**src/rtl/cpu_pkg.sv**
```systemverilog
// Shared encodings for the 8-bit CPU: sequencer state codes, opcodes and the HALT code.
// The ALU imports S_EXECUTE from here so both blocks agree on the evaluate cycle.
package cpu_pkg;

  typedef enum logic [2:0] {
    S_IDLE      = 3'd0,
    S_FETCH     = 3'd1,
    S_EXECUTE   = 3'd2,
    S_MEMORY    = 3'd3,
    S_WRITEBACK = 3'd4,
    S_HALT      = 3'd5
  } state_t;

  localparam logic [1:0] OP_ADD   = 2'b00;
  localparam logic [1:0] OP_LOAD  = 2'b01;
  localparam logic [1:0] OP_STORE = 2'b10;
  localparam logic [1:0] OP_JUMP  = 2'b11;

  localparam logic [5:0] HALT_CODE_DEFAULT = 6'h3F;

  function automatic logic [1:0] opcode_of(input logic [7:0] ir);
    return ir[7:6];
  endfunction

endpackage

```
**src/rtl/seq_decode.sv**
```systemverilog
// Combinational strobe decode for the instruction sequencer.
// Outputs depend only on the registered state and latched instruction.
module seq_decode
  import cpu_pkg::*;
#(
  parameter logic [5:0] HALT_CODE = HALT_CODE_DEFAULT
) (
  input  state_t     state,
  input  logic [7:0] ir,
  output logic       alu_op,
  output logic       reg_write,
  output logic       mem_read,
  output logic       mem_write,
  output logic       pc_write,
  output logic       branch
);

  logic [1:0] op;
  logic       is_halt;

  assign op      = opcode_of(ir);
  assign is_halt = (op == OP_JUMP) && (ir[5:0] == HALT_CODE);

  always_comb begin
    alu_op    = 1'b0;
    reg_write = 1'b0;
    mem_read  = 1'b0;
    mem_write = 1'b0;
    pc_write  = 1'b0;
    branch    = 1'b0;
    case (state)
      S_EXECUTE: begin
        alu_op = (op != OP_JUMP);
        if (op == OP_JUMP && !is_halt) begin
          pc_write = 1'b1;
          branch   = 1'b1;
        end
      end
      S_MEMORY: begin
        // STORE retires here; PCWrite cannot look at MemReady, so it is held with the strobe.
        if (op == OP_LOAD) begin
          mem_read = 1'b1;
        end else if (op == OP_STORE) begin
          mem_write = 1'b1;
          pc_write  = 1'b1;
        end
      end
      S_WRITEBACK: begin
        reg_write = 1'b1;
        pc_write  = 1'b1;
      end
      default: ;
    endcase
  end

endmodule

```
**src/rtl/instr_sequencer.sv**
```systemverilog
// Multi-cycle control FSM: latches instructions, sequences them, counts retirements.
// Optional single-step mode is enabled with the INSTR_SEQUENCER_SINGLE_STEP_EN macro.
module instr_sequencer
  import cpu_pkg::*;
#(
  parameter int         CNT_W     = 8,
  parameter logic [5:0] HALT_CODE = HALT_CODE_DEFAULT
) (
  input  logic             clk,
  input  logic             Clear_n,
  input  logic             Run,
  input  logic [7:0]       Instr,
  input  logic             MemReady,
  input  logic             Step,
  output logic [2:0]       state,
  output logic [7:0]       IR,
  output logic             ALUOp,
  output logic             RegWrite,
  output logic             MemRead,
  output logic             MemWrite,
  output logic             PCWrite,
  output logic             Branch,
  output logic             Halted,
  output logic [CNT_W-1:0] InstrCount
);

  state_t           state_q, state_d, retire_state;
  logic [7:0]       ir_q;
  logic [CNT_W-1:0] cnt_q;
  logic             retire;
  logic             go;
  logic [1:0]       op;

  assign op = opcode_of(ir_q);

`ifdef INSTR_SEQUENCER_SINGLE_STEP_EN
  logic step_q;

  always_ff @(posedge clk or negedge Clear_n) begin
    if (!Clear_n) step_q <= 1'b0;
    else          step_q <= Step;
  end

  assign go           = Run & Step & ~step_q;
  assign retire_state = S_IDLE;
`else
  logic unused_step;

  assign unused_step  = Step;
  assign go           = Run;
  assign retire_state = Run ? S_FETCH : S_IDLE;
`endif

  // Memory handshake: MEMORY holds with its strobe asserted while MemReady=0 and
  // leaves on the first clock that samples MemReady=1; MemReady is ignored elsewhere.
  always_comb begin
    state_d = state_q;
    retire  = 1'b0;
    case (state_q)
      S_IDLE:    if (go) state_d = S_FETCH;
      S_FETCH:   state_d = S_EXECUTE;
      S_EXECUTE: begin
        case (op)
          OP_ADD:   state_d = S_WRITEBACK;
          OP_LOAD:  state_d = S_MEMORY;
          OP_STORE: state_d = S_MEMORY;
          default: begin
            if (ir_q[5:0] == HALT_CODE) state_d = S_HALT;
            else                        retire  = 1'b1;
          end
        endcase
      end
      S_MEMORY: begin
        if (MemReady) begin
          if (op == OP_LOAD) state_d = S_WRITEBACK;
          else               retire  = 1'b1;
        end
      end
      S_WRITEBACK: retire = 1'b1;
      S_HALT:      state_d = S_HALT;
      default:     state_d = S_IDLE;
    endcase
    if (retire) state_d = retire_state;
  end

  always_ff @(posedge clk or negedge Clear_n) begin
    if (!Clear_n) begin
      state_q <= S_IDLE;
      ir_q    <= 8'h00;
      cnt_q   <= '0;
    end else begin
      state_q <= state_d;
      if (state_q == S_FETCH) ir_q <= Instr;
      if (retire) cnt_q <= cnt_q + 1'b1;
    end
  end

  seq_decode #(.HALT_CODE(HALT_CODE)) u_decode (
    .state     (state_q),
    .ir        (ir_q),
    .alu_op    (ALUOp),
    .reg_write (RegWrite),
    .mem_read  (MemRead),
    .mem_write (MemWrite),
    .pc_write  (PCWrite),
    .branch    (Branch)
  );

  assign state      = state_q;
  assign IR         = ir_q;
  assign Halted     = (state_q == S_HALT);
  assign InstrCount = cnt_q;

endmodule
```
**config.mk**
```make
export PLATFORM = sky130hd
export DESIGN_NAME = instr_sequencer
export DESIGN_NICKNAME = d
export VERILOG_FILES = /design/src/rtl/cpu_pkg.sv /design/src/rtl/seq_decode.sv /design/src/rtl/instr_sequencer.sv
export SDC_FILE = /design/constraint.sdc
export NUM_CORES = 1
export LEC_CHECK = 0
export CAP_MARGIN = 20
export CORE_MARGIN = 2
export CORE_UTILIZATION = 44
export CTS_CLUSTER_SIZE = 25
export DETAILED_ROUTE_END_ITERATION = 8
export PLACE_DENSITY = 0.89
export SLEW_MARGIN = 20
export SYNTH_ARGS = -nofsm -noshare
export SYNTH_HDL_FRONTEND = slang
export SYNTH_SLANG_ARGS = --single-unit
```
**constraint.sdc**
```tcl
create_clock -name clk -period 1.9 [get_ports clk]
set_input_delay 0.38 -clock clk [delete_from_list [all_inputs] [get_ports clk]]
set_output_delay 0.38 -clock clk [all_outputs]
set_load 0.01 [all_outputs]
```
==> impl_metrics.env, run 1 <==
export IMPL_grt_pass1_wl_mm=4.23
export IMPL_synth_top_family_by_area="simple AND/OR/NAND/NOR gates"
export IMPL_violations="negative setup slack"
export IMPL_rows=18
export IMPL_netlist_instances=100
export IMPL_dp_cells=185
export IMPL_rsz0062_at_grt="true"
export IMPL_yosys_most_used_dff="dfrtp_1"
export IMPL_drc=0
export IMPL_vdd_drop_max_v=0.00104
export IMPL_place_hpwl_mm=2.28
export IMPL_die_y_um=54.1
export IMPL_core_area_um2=2430
export IMPL_drtPass1Iterations=4
export IMPL_fin_util=0.709
export IMPL_clock_root_buffer="clkbuf_4"
export IMPL_cts_sink_count=19
export IMPL_arrival_ns=1.52
export IMPL_reg2reg_depth=8
export IMPL_yosys_area_share_adder=0.0680
export IMPL_status="finished with violations"
export IMPL_cts_made_buffers=3
export IMPL_synth_mux_area_frac=0.0804
export IMPL_stdcell_area_um2=1730
export IMPL_hold_class="in2async"
export IMPL_fmax_ghz=0.525
export IMPL_final_cells=193
export IMPL_syn_to_final_growth_pct=56.2
export IMPL_finalWorstSetupSlack_ns=-0.00481
export IMPL_placed_cell_area_um2=1650
export IMPL_wl_per_cell_um=14.6
export IMPL_track_usage=0.206
export IMPL_clock_latency_ns=0.30
export IMPL_grt_start_max_net_pins=20
export IMPL_die_w_um=54.1
export IMPL_synthArstFlopShare=1.00
export IMPL_yosys_register_bits=19
export IMPL_synth_xor_area_share=0.0555
export IMPL_path_class="reg2out"
export IMPL_netlist_area_um2=1100
export IMPL_initial_core_util=0.454
export IMPL_nets=183
export IMPL_crit_fanout=2
export IMPL_skew_ns=0.00393
export IMPL_synthDistinctLibCells=35
export IMPL_critPathCaptureType="primary output"
export IMPL_cts_max_path_buffers=2
export IMPL_vias=1004
export IMPL_layout_min_cycle_time_ns=1.90
export IMPL_ys_warnings_count=0
export IMPL_antenna_found_initial=0
export IMPL_synth_edf_count=0
export IMPL_syn_nets=119
export IMPL_h_tree_depth=1
export IMPL_leakage_nw=0.805
export IMPL_viasPerCell=5.20
export IMPL_synth_compound_area_share=0.149
export IMPL_postSynthAreaPerCell_um2=11.0
export IMPL_pin_count=39
export IMPL_dieArea_um2=2930
export IMPL_portBuffers=37
export IMPL_routabilityCongestion=0.807
export IMPL_setup_viol_count_final=1
export IMPL_diodes=0
export IMPL_drive_gt1_frac=0.350
export IMPL_timing_worst_slew_pin_value_ns=0.373
export IMPL_cts_tree="done"
export IMPL_maxCapViolCount=0
export IMPL_grt_pass1_vias=938
export IMPL_wirelength_mm=2.82
export IMPL_mostFrequentLayoutCells="clkdlybuf4s50_1, buf_4, dfrtp_1"
export IMPL_synthSimpleGateAreaFrac=0.194
export IMPL_cp_data_required_time_ns=1.52
export IMPL_powerDensity_nw_per_um2=1710
export IMPL_antenna_left=0
export IMPL_layout_cells_most_common="clkdlybuf4s50_1"
export IMPL_slew_headroom=0.751
export IMPL_cp_start_kind="register"
export IMPL_grt_ovfl_total=0
export IMPL_yosysSeqAreaShare=0.430
export IMPL_clkTransAtPathRegs_ns=0.11
export IMPL_hold_viol_final=0
export IMPL_maxSlewViolCount=0
export IMPL_drtIter0Drc=19
export IMPL_post_route_period_util=1.00
## metal layers
layer / GRT usage / vias to the layer above / wire length, µm
li1: - / 485 / -
met5: 0 / - / 0
met4: 0.0542 / 0 / 28
met3: 0.0278 / 4 / 114
met1: 0.226 / 488 / 1060
met2: 0.407 / 27 / 1620
## kinds of logic (layout without fill, tap and decap cells)
logic type,after synthesis,count (layout)
flops,19,19
simple gates,34,34
fa+ha+maj,6,6
xor+xnor,7,7
compound gates,20,20
buf+inv,6,69
mux,8,8
## final cells by class
cell class	instances	area [µm²]
sequential	19	477
timing repair buffer	61	534
tap	30	37.5
clock buffer	3	22.5
fill	178	707
inverter	4	15.0
multi-input combinational	75	632
clock inverter	1	7.51
## power by group
group,internal [W],total (W),switching [W],leakage (nW)
logic,0.00107,0.00193,0.000857,0.572
registers,0.000610,0.000808,0.000198,0.219
clock network,0.0000803,0.000211,0.000131,0.0139
## worst max-delay path: stages (launching register included)
cell,delay (ns)
dfrtp_1,0.36
inv_1,0.06
ha_1,0.19
and3_4,0.17
a311o_1,0.31
buf_2,0.14
## cell usage after synthesis (all sizes together) (2+ instances only)
| cell | number | area share |
|---|---|---|
| buf | 2 | 0.0091 |
| o21ai | 3 | 0.014 |
| ha | 6 | 0.068 |
| and3 | 4 | 0.023 |
| mux2 | 7 | 0.071 |
| dfrtp | 19 | 0.43 |
| nand2 | 9 | 0.033 |
| inv | 4 | 0.014 |
| a31oi | 2 | 0.025 |
| nor3b | 2 | 0.034 |
| xor2 | 7 | 0.055 |
| nand3 | 3 | 0.014 |
| nor2 | 5 | 0.017 |
| nor2b | 4 | 0.029 |
| nor3 | 2 | 0.0091 |
| a21oi | 4 | 0.018 |
| a211oi | 3 | 0.029 |
## sequential cells by signal, summed over array words and instances, names as in the netlist
name        cells
IR              8
state           3
InstrCount      8
## repair_timing
item                                    CTS  global route
pin swaps                                 0             4
endpoints found under the hold margin     0             0
endpoints found under the setup margin    7             4
buffers inserted                          3             1
hold buffers                              0             0
resized for setup                        21             8
## through the flow
| stage | hold WS (ns) | TNS, ns | worst slack, ns | total power [W] |
|---|---|---|---|---|
| after CTS | 0.400 | -0.0150 | -0.0150 | 0.00293 |
| after detailed placement | 0.462 | -0.0712 | -0.0458 | 0.00270 |
| after global routing | 0.401 | -0.0718 | -0.0718 | 0.00315 |
| after floorplan | 0.0844 | 0 | 0.184 | 0.00171 |
| after global placement | 0.456 | 0 | 0.00927 | 0.00260 |
| final | 0.396 | -0.00481 | -0.00481 | 0.00295 |
## final timing paths
kind | start | to | slack (ns)
max in group asynchronous | Clear_n | state[0] | 1.28
hold / removal | Clear_n | IR[4] | 0.40
setup / recovery | IR[6] | PCWrite | -0.005
min in group clk | InstrCount[7] | InstrCount[7] | 0.47
setup reg to reg | IR[7] | state[1] | 0.15
hold reg to reg | InstrCount[7] | InstrCount[7] | 0.47
Note: power is estimated with default switching activity, not from simulation.
==> run 2: changes to the inputs <==
--- a/config.mk
+++ b/config.mk
@@ -5,9 +5,10 @@
 export SDC_FILE = /design/constraint.sdc
 export NUM_CORES = 1
 export LEC_CHECK = 0
+export ABC_AREA = 1
 export CAP_MARGIN = 20
 export CORE_MARGIN = 2
-export CORE_UTILIZATION = 44
+export CORE_UTILIZATION = 45
 export CTS_CLUSTER_SIZE = 25
 export DETAILED_ROUTE_END_ITERATION = 8
 export PLACE_DENSITY = 0.89
==> run 2 against run 1 <==
Critical endpoint is now IR[6]. Sequential share of layout area up 0.72 points. Clock skew down 0.0011 ns. The flow now finishes without violations. Largest cell class unchanged. Sequential power down 8.5%.
==> impl_metrics.env, run 2 <==
export IMPL_wl_per_cell_um=12.6
export IMPL_initial_core_util=0.479
export IMPL_critPathMaxStageDelay_ns=0.47
export IMPL_grt_pass1_vias=1160
export IMPL_skew_ns=0.00287
export IMPL_synth_most_common_cell="nand2_1"
export IMPL_grt_pass1_wl_mm=4.84
export IMPL_syn_nets=160
export IMPL_yosys_register_bits=19
export IMPL_crit_fanout=3
export IMPL_pin_count=39
export IMPL_dp_cells=208
export IMPL_netlist_instances=141
export IMPL_netlist_area_um2=1190
export IMPL_total_power_w=0.00263
export IMPL_synth_edf_count=0
export IMPL_h_tree_depth=1
export IMPL_layout_min_cycle_time_ns=1.83
export IMPL_synth_top_cell_area_share=0.401
export IMPL_synth_area_leaders="dfrtp_1, nand2_1, ha_1, mux2_2, inv_1"
export IMPL_arrival_ns=1.45
export IMPL_slew_headroom=0.688
export IMPL_clkTransAtPathRegs_ns=0.12
export IMPL_slowest_stage="clkdlybuf4s50_1"
export IMPL_drc=0
export IMPL_clock_root_buffer="clkbuf_4"
export IMPL_drive_gt1_frac=0.234
export IMPL_ys_warnings_count=0
export IMPL_yosysSeqAreaShare=0.401
export IMPL_cp_data_required_time_ns=1.52
export IMPL_setup_tns_ns=0
export IMPL_drtPass1Iterations=4
export IMPL_routabilityCongestion=0.838
export IMPL_cp_start_kind="register"
export IMPL_synthArstFlopShare=1.00
export IMPL_setup_viol_count_final=0
export IMPL_grt_start_max_net_pins=20
export IMPL_postSynthAreaPerCell_um2=8.41
export IMPL_grt_ovfl_total=0
export IMPL_portBuffers=37
export IMPL_synthDistinctLibCells=27
export IMPL_drtIter0Drc=21
export IMPL_hold_class="in2async"
export IMPL_dieArea_um2=3060
export IMPL_cts_tree="done"
export IMPL_yosysTopAreaCell="dfrtp_1"
export IMPL_antenna_left=0
export IMPL_critPathCaptureType="primary output"
export IMPL_antenna_found_initial=0
export IMPL_vdd_drop_max_v=0.00110
export IMPL_leakage_nw=0.847
export IMPL_pre_cts_slack_ns=0.0266
export IMPL_whs_ns=0.400
export IMPL_maxSlewViolCount=0
export IMPL_status="complete, no violations"
export IMPL_rows=18
export IMPL_place_hpwl_mm=2.00
export IMPL_finalWorstSetupSlack_ns=0.0740
export IMPL_nets=212
export IMPL_cts_max_path_buffers=2
export IMPL_diodes=0
export IMPL_rsz0062_at_grt="false"
export IMPL_fmax_ghz=0.548
export IMPL_path_common_cell="buf_4"
export IMPL_clock_latency_ns=0.30
export IMPL_syn_to_final_growth_pct=42.5
export IMPL_wirelength_mm=2.81
export IMPL_track_usage=0.197
export IMPL_cts_sink_count=19
export IMPL_die_w_um=55.3
export IMPL_timing_worst_slew_pin_value_ns=0.467
export IMPL_viasPerCell=5.05
export IMPL_cts_made_buffers=3
export IMPL_crit_chain="buf_4 -> buf_4 -> clkdlybuf4s50_1"
export IMPL_mostFrequentLayoutCells="nand2_1, clkdlybuf4s50_1, dfrtp_1, inv_1, buf_4"
export IMPL_vias=1121
export IMPL_final_cells=222
export IMPL_die_y_um=55.3
export IMPL_synth_top_cells_by_count="nand2_1, dfrtp_1, inv_1, nor2_1, nand3_1"
export IMPL_path_class="reg2out"
export IMPL_post_route_period_util=0.961
export IMPL_core_area_um2=2480
export IMPL_hold_viol_final=0
export IMPL_powerDensity_nw_per_um2=1560
export IMPL_yosys_most_used_dff="dfrtp_1"
export IMPL_layout_cells_most_common="nand2_1"
export IMPL_maxCapViolCount=0
-- run 2: area by class of cell --
class,instances,area (µm²)
Tap cell,30,37.5
Sequential cell,19,479
Clock inverter,1,5.00
Timing Repair Buffer,51,474
Multi-Input combinational cell,100,602
Clock buffer,3,22.5
Fill cell,202,787
Inverter,18,70.1
-- run 2: per-stage QoR --
step / instance area, µm² / utilization
final: 1690 / 0.682
after global routing: 1690 / 0.682
after global placement: 1580 / 0.638
after detailed placement: 1580 / 0.638
after CTS: 1690 / 0.682
after floorplan: 1190 / -
-- run 2: final timing paths --
kind / end / cells past startpoint / from / slack, ns
setup / recovery: IR[6] / 3 / IR[6] / 0.07
hold reg to reg: InstrCount[0] / 1 / InstrCount[0] / 0.54
setup reg to reg: state[0] / 11 / IR[6] / 0.25
hold / removal: InstrCount[7] / 2 / Clear_n / 0.40
min in group clk: InstrCount[0] / 1 / InstrCount[0] / 0.54
max in group asynchronous: state[2] / 2 / Clear_n / 1.28
-- run 2: where the power goes --
group	total [W]	switching, W	internal, W
combinational	0.00168	0.000822	0.000858
clock	0.000214	0.000135	0.0000786
sequential	0.000739	0.000157	0.000581
total	0.00263	0.00111	0.00152
-- run 2: logic make-up after synthesis --
kind of cell             synth area share
flip-flops                          0.401
XOR/XNOR                           0.0443
multiplexers                       0.0570
AO/OA/AOI/OAI                      0.0517
buffers and inverters              0.0960
AND/OR/NAND/NOR                     0.287
adder cells (fa/ha/maj)            0.0633
-- run 2: critical path: cells and delay by family, from the launching register on --
kind,cells,cell delay (ns)
buffers and inverters,3,0.75
flip-flops,1,0.40
-- run 2: layer usage --
metal	GRT usage	part of all wire	vias to the layer above	wire (µm)
met2	0.371	0.55	30	1540
met4	0.0767	0.027	0	76
met3	0.0351	0.038	11	106
met1	0.215	0.39	536	1090
met5	0	0	-	0
li1	-	-	544	-
-- run 2: timing repair --
item | 4_1_cts | 5_1_grt
hold buffers | 0 | 0
endpoints found under the setup margin | 7 | 4
buffers inserted | 9 | 1
resized for setup | 12 | 5
hold endpoints to repair | 0 | 0
